## config.mk

```make
export PLATFORM = sky130hd
export DESIGN_NAME = dump_ctrl
export DESIGN_NICKNAME = d
export VERILOG_FILES = /design/src/rtl/dump_ctrl.sv
export SDC_FILE = /design/constraint.sdc
export NUM_CORES = 1
export LEC_CHECK = 0
export ABC_AREA = 1
export CAP_MARGIN = 25
export CELL_PAD_IN_SITES_DETAIL_PLACEMENT = 1
export CELL_PAD_IN_SITES_GLOBAL_PLACEMENT = 1
export CORE_MARGIN = 3
export CORE_UTILIZATION = 29
export CTS_CLUSTER_SIZE = 25
export DETAILED_ROUTE_END_ITERATION = 7
export HOLD_SLACK_MARGIN = 0.15
export PLACE_DENSITY_LB_ADDON = 0.1
export REMOVE_ABC_BUFFERS = 1
export SYNTH_ARGS = -nofsm -noshare
export SYNTH_HDL_FRONTEND = slang
export SYNTH_SLANG_ARGS = --single-unit
```

## constraint.sdc

```tcl
create_clock -name clk_i -period 2.7 [get_ports clk_i]
set_input_delay 0.27 -clock clk_i [delete_from_list [all_inputs] [get_ports clk_i]]
set_output_delay 0.27 -clock clk_i [all_outputs]
set_load 0.01 [all_outputs]
```

## src/rtl/dump_ctrl.sv

```systemverilog
// dump_ctrl: streams one channel's circular capture RAM out over the UART,
// oldest sample first, one byte per transmitter handshake. An invalid
// channel request is answered with a single 8'hEE NACK byte.
//
// Handshake: a byte is offered by a one-cycle send_resp_o pulse, and
// resp_o carries that byte on the same cycle. resp_o and raddr_o stay
// stable until resp_sent_i is seen high on a rising edge while the FSM
// waits. resp_sent_i is ignored in every other state. start_i is only
// accepted while busy_o is low. busy_o rises with the accepted start and
// falls on the cycle after the dump_done_o pulse.
module dump_ctrl #(
  parameter int ENTRIES = 384,
  parameter int LOG2    = 9
) (
  input  logic            clk_i,
  input  logic            rst_ni,
  input  logic            start_i,
  input  logic [2:0]      ch_sel_i,
  input  logic [LOG2-1:0] waddr_i,
  input  logic [7:0]      rdata_ch1_i,
  input  logic [7:0]      rdata_ch2_i,
  input  logic [7:0]      rdata_ch3_i,
  input  logic [7:0]      rdata_ch4_i,
  input  logic [7:0]      rdata_ch5_i,
  input  logic            resp_sent_i,
  output logic [LOG2-1:0] raddr_o,
  output logic [7:0]      resp_o,
  output logic            send_resp_o,
  output logic            busy_o,
  output logic            dump_done_o,
  output logic [2:0]      dbg_state_o
);

  typedef enum logic [2:0] {
    ST_IDLE = 3'd0,
    ST_READ = 3'd1,
    ST_SEND = 3'd2,
    ST_WAIT = 3'd3,
    ST_NACK = 3'd4
  } state_t;

  localparam logic [LOG2-1:0] LAST_ADDR = LOG2'(ENTRIES - 1);
  localparam logic [7:0]      NACK_BYTE = 8'hEE;

  state_t          state_q, state_d;
  logic [LOG2-1:0] raddr_q, raddr_d;
  logic [7:0]      resp_q, resp_d;
  logic            send_q, send_d;
  logic            busy_q, busy_d;
  logic            done_q, done_d;
  logic [2:0]      ch_q, ch_d;
  logic [LOG2-1:0] start_addr_q, start_addr_d;

  logic [LOG2-1:0] next_addr;
  logic [7:0]      rdata_sel;
  logic            ch_valid;

  // Circular successor of the current read address; wraps at the last entry.
  always_comb begin
    if (raddr_q == LAST_ADDR) begin
      next_addr = '0;
    end else begin
      next_addr = raddr_q + LOG2'(1);
    end
  end

  // Read data of the channel latched at the accepted start.
  always_comb begin
    rdata_sel = 8'h00;
    case (ch_q)
      3'd1:    rdata_sel = rdata_ch1_i;
      3'd2:    rdata_sel = rdata_ch2_i;
      3'd3:    rdata_sel = rdata_ch3_i;
      3'd4:    rdata_sel = rdata_ch4_i;
      3'd5:    rdata_sel = rdata_ch5_i;
      default: rdata_sel = 8'h00;
    endcase
  end

  // Only channels 1..5 exist.
  always_comb begin
    ch_valid = (ch_sel_i >= 3'd1) && (ch_sel_i <= 3'd5);
  end

  // Next-state and registered-output logic of the dump sequencer.
  always_comb begin
    state_d      = state_q;
    raddr_d      = raddr_q;
    resp_d       = resp_q;
    send_d       = 1'b0;
    busy_d       = busy_q;
    done_d       = 1'b0;
    ch_d         = ch_q;
    start_addr_d = start_addr_q;
    case (state_q)
      ST_IDLE: begin
        if (busy_q) begin
          // Cycle carrying dump_done: busy drops afterwards, start ignored.
          busy_d = 1'b0;
        end else if (start_i) begin
          busy_d = 1'b1;
          if (ch_valid) begin
            ch_d         = ch_sel_i;
            start_addr_d = waddr_i;
            raddr_d      = waddr_i;
            state_d      = ST_READ;
          end else begin
            resp_d  = NACK_BYTE;
            send_d  = 1'b1;
            state_d = ST_NACK;
          end
        end
      end
      ST_READ: begin
        // RAM read latency slot.
        state_d = ST_SEND;
      end
      ST_SEND: begin
        resp_d  = rdata_sel;
        send_d  = 1'b1;
        state_d = ST_WAIT;
      end
      ST_WAIT: begin
        if (resp_sent_i) begin
          if (next_addr == start_addr_q) begin
            done_d  = 1'b1;
            state_d = ST_IDLE;
          end else begin
            raddr_d = next_addr;
            state_d = ST_READ;
          end
        end
      end
      ST_NACK: begin
        if (resp_sent_i) begin
          done_d  = 1'b1;
          state_d = ST_IDLE;
        end
      end
      default: begin
        state_d = ST_IDLE;
      end
    endcase
  end

  // State and output registers with synchronous active-low reset.
  always_ff @(posedge clk_i) begin
    if (!rst_ni) begin
      state_q      <= ST_IDLE;
      raddr_q      <= '0;
      resp_q       <= 8'h00;
      send_q       <= 1'b0;
      busy_q       <= 1'b0;
      done_q       <= 1'b0;
      ch_q         <= 3'd0;
      start_addr_q <= '0;
    end else begin
      state_q      <= state_d;
      raddr_q      <= raddr_d;
      resp_q       <= resp_d;
      send_q       <= send_d;
      busy_q       <= busy_d;
      done_q       <= done_d;
      ch_q         <= ch_d;
      start_addr_q <= start_addr_d;
    end
  end

  assign raddr_o     = raddr_q;
  assign resp_o      = resp_q;
  assign send_resp_o = send_q;
  assign busy_o      = busy_q;
  assign dump_done_o = done_q;
  assign dbg_state_o = state_q;

endmodule

```

==> summary.md, run 1 <==
| Metric | Value |
|---|---|
| Clk_skew | `7.019 ps` |
| Htree depth | `2` |
| Critical path cell sequence | `ha_1, nand2_2, nor2_4, nand3_2, nand3_1, nand2_1, nand2_1, nand3_1, o21bai_2, nand2_2, nand2_4, nand2_1, nand2_1, nor2_1` |
| Post-Synth Adder-Cell Area | `0.6196%` |
| Layout cell share with drive strength beyond 1 | `5.446%` |
| CTS sink count | `35` |
| Rows | `29` |
| Leakage | `1.313 nW` |
| DIE HEIGHT | `89.45 um` |
| Clock transition at path regs | `80 ps` |
| Vias per inst | `4.946` |
| Count of pins over their slew limit | `0` |
| CP Launch Type | `flip-flop` |
| Max stage delay on crit path | `430 ps` |
| Max clock buf depth | `2` |
| Worst slew margin | `54.78%` |
| CP most frequent cell | `nand2_1` |
| N_diodes | `0` |
| Clock Latency Late Sink | `290 ps` |
| Clock power frac | `15.0%` |
| Total Power | `2.578 mW` |
| Final #Nets | `460` |
| GPL Wtd Cong | `0.7654` |
| Syn avg cell area | `6.331 sq um` |
| FF+latch count, synth | `35` |
| Total GRT Usage | `18.10%` |
| CTS tree | `built` |
| Post-CTS Setup Bufs | `0` |
| Gr ovfl total | `0` |
| Via count | `2,379` |
| Post-Syn Area | `0.002019 sq mm` |
| WL final | `6954 um` |
| Kind of critical path | `flip-flop to flip-flop` |
| HPWL after DPL | `5515 um` |
| Min Tclk post-route | `2350 ps` |
| Post-synthesis compound-gate area fraction | `19.52%` |
| Status | `completed` |
| Fmax | `0.4255 GHz` |
| Initial drt markers | `66` |
| I/O pin total | `79` |
| Yosys top cell area share | `34.70%` |
| Router iterations before antenna repair | `4` |
| Synthesis Warnings | `0` |
| Die ar. | `0.008001 sq mm` |
| Unrepaired setup endpoints after global routing | `no` |
| # fillers | `881` |
| First-pass GRT wire length | `11,250 um` |
| Cell Area, Placed | `0.002897 sq mm` |
| Unique masters post-synth | `27` |
| Final hold vios | `0` |
| Pin count of the biggest net entering global routing | `19` |
| Cell area after layout | `0.002980 sq mm` |
| CTS Hold Bufs | `0` |
| Core area | `0.006531 sq mm` |
| Routed wire length per instance | `14.46 um` |
| Post-synthesis xor/xnor area fraction | `0.4337%` |
| Area growth from synthesis to layout | `47.58%` |
| Max cap viols | `0` |
| Internal power | `1.472 mW` |
| Clock buffer count from CTS | `5` |
| Max VDD drop | `0.0003335 V` |
| Port bufs | `78` |
| Mapped Cells | `319` |
| Synth Area in Simple Gates | `35.07%` |
| Worst Hold Class | `flip-flop to flip-flop` |
| Reg power frac | `32.6%` |
| Net Sw Power | `1.107 mW` |
| Largest family of logic cells by synthesized area | `simple AND/OR/NAND/NOR gates` |
| Worst Path Required | `2890 ps` |
| ANT nets after route | `0` |
| Comb pwr share | `52.4%` |
| Final count of negative-setup-slack endpoints | `0` |
| Sw frac | `42.92%` |
| Final period utilization | `87.04%` |
| Synth area leaders | `dfxtp_1, nand2_1, nor2_1, o21ai_0, inv_1` |
| Root cell of the clock tree | `clkbuf_8` |
| Initial antenna violation count | `0` |
| Power per standard cell area | `865.1 mW/mm^2` |
| CP arrival | `2540 ps` |
| CP endpoint kind | `flip-flop` |
| Post-synthesis sequential area ratio | `34.70%` |
| Initial Util | `30.92%` |
| Vias in the first global route | `2,338` |
| Crit-path max FO | `18` |
| Die Span X | `89.45 um` |
| Multiplexer share of the synthesized area | `0%` |
| CP max-delay cell | `dfxtp_1` |
| Critical path buffer and inverter count | `0` |
| Slew of the pin with the lowest slew margin | `675.9 ps` |
| CP top delay family | `simple AND/OR/NAND/NOR gates` |
| Post_cts resized | `0` |
| Yosys top cell by area | `dfxtp_1` |
| Setup_tns | `0 ps` |
| DRC viols | `0` |
## cell type report
type	count	area, sq um	share of cell area (%)
clock buffer	5	68.82	2.309
clock inverter	3	15.01	0.5038
inverter	40	150.1	5.038
multi-input combinational	237	1124	37.70
sequential	35	700.7	23.51
tap	77	96.34	3.233
timing repair buffer	84	825.8	27.71
## power by group through the flow
stage                     registers (mW)  clock network (mW)  logic [mW]
after floorplan                    0.883                   0       0.710
after global placement             0.844                   0        1.34
after detailed placement           0.850                   0        1.36
after CTS                          0.840               0.397        1.37
after global routing               0.872               0.420        1.53
final                              0.839               0.387        1.35
## sequential cells by signal, indices dropped and copies added, names as in the netlist
| register | flops |
|---|---|
| busy_o | 1 |
| ch_q | 3 |
| dbg_state_o | 3 |
| dump_done_o | 1 |
| raddr_o | 9 |
| resp_o | 8 |
| send_resp_o | 1 |
| start_addr_q | 9 |
## worst reg2reg max path, delay by kind of cell, from the launching register on
family	cells	cell delay, ps
DFF	1	430
and+or+nand+nor	12	1410
AOI/OAI and AO/OA	1	180
adders and majority gates	1	220
## kinds of logic (layout without fill, tap and decap cells)
logic type,after synthesis,after routing
AOI/OAI and AO/OA,67,67
xor gates and xnor gates,1,1
adders and majority gates,1,1
buffers and inverters,47,132
DFF,35,35
and+or+nand+nor,168,168
## through the flow
step,util (%),instances,setup slack [ps],hold WS (ps)
2_1_floorplan,-,312,765.2,390.4
3_3_place_gp,44.35,473,279.6,454.7
3_5_place_dp,44.35,473,119.8,465.3
4_1_cts,45.63,481,315.4,475.9
5_1_grt,45.63,481,32.86,512.1
6_report,45.63,481,349.8,475.6
## worst paths after layout
kind,from,end,slack (ps),cells past startpoint
setup / recovery,raddr_o[0],raddr_o[2],350,14
hold / removal,start_addr_q[5],start_addr_q[5],480,2
hold reg to reg,start_addr_q[5],start_addr_q[5],480,2
setup reg to reg,raddr_o[0],raddr_o[2],350,14
## metal layers
metal	wire length (um)	vias up	global-route usage, %	share of wire [%]
met2	3282	40	28.00	47
met1	3321	1123	25.55	48
met5	0	-	0	0
met3	249	9	3.410	3.6
li1	-	1207	-	-
met4	102	0	5.142	1.5
## cells in the mapped netlist, drive strengths merged
master and instances:
a22oi 3, nand4 5, o21ai 31, a22o 4, a31oi 7, clkbuf 4, buf 3, a21oi 15
nor3 5, inv 39, dfxtp 35, nand2 95, nor2 46, a211oi 1, clkinv 1, ha 1
a221oi 5, nand3 14, nand3b 3, o21bai 1, xnor2 1
## layout by cell type, fill, tap and decap left out, types with 4 or more instances in the layout
master | Yosys | layout
buf_4 | 1 | 6
clkbuf_8 | 0 | 5
o21ai_0 | 31 | 31
a22o_1 | 4 | 4
nand2_1 | 92 | 92
dfxtp_1 | 35 | 35
inv_1 | 39 | 39
nor3_1 | 5 | 5
nand3_1 | 13 | 13
nand4_1 | 5 | 5
nor2_1 | 43 | 43
a221oi_1 | 5 | 5
a21oi_1 | 15 | 15
a31oi_1 | 7 | 7
clkdlybuf4s50_1 | 0 | 78
No activity file was read; power rests on OpenSTA's default activity.
==> run 2: changes to the inputs <==
Settings changed: CAP_MARGIN 25 to not set, CTS_CLUSTER_SIZE 25 to 14.
==> results of run 2 <==
Final layout, timing and power as in run 1 (identical DEF).
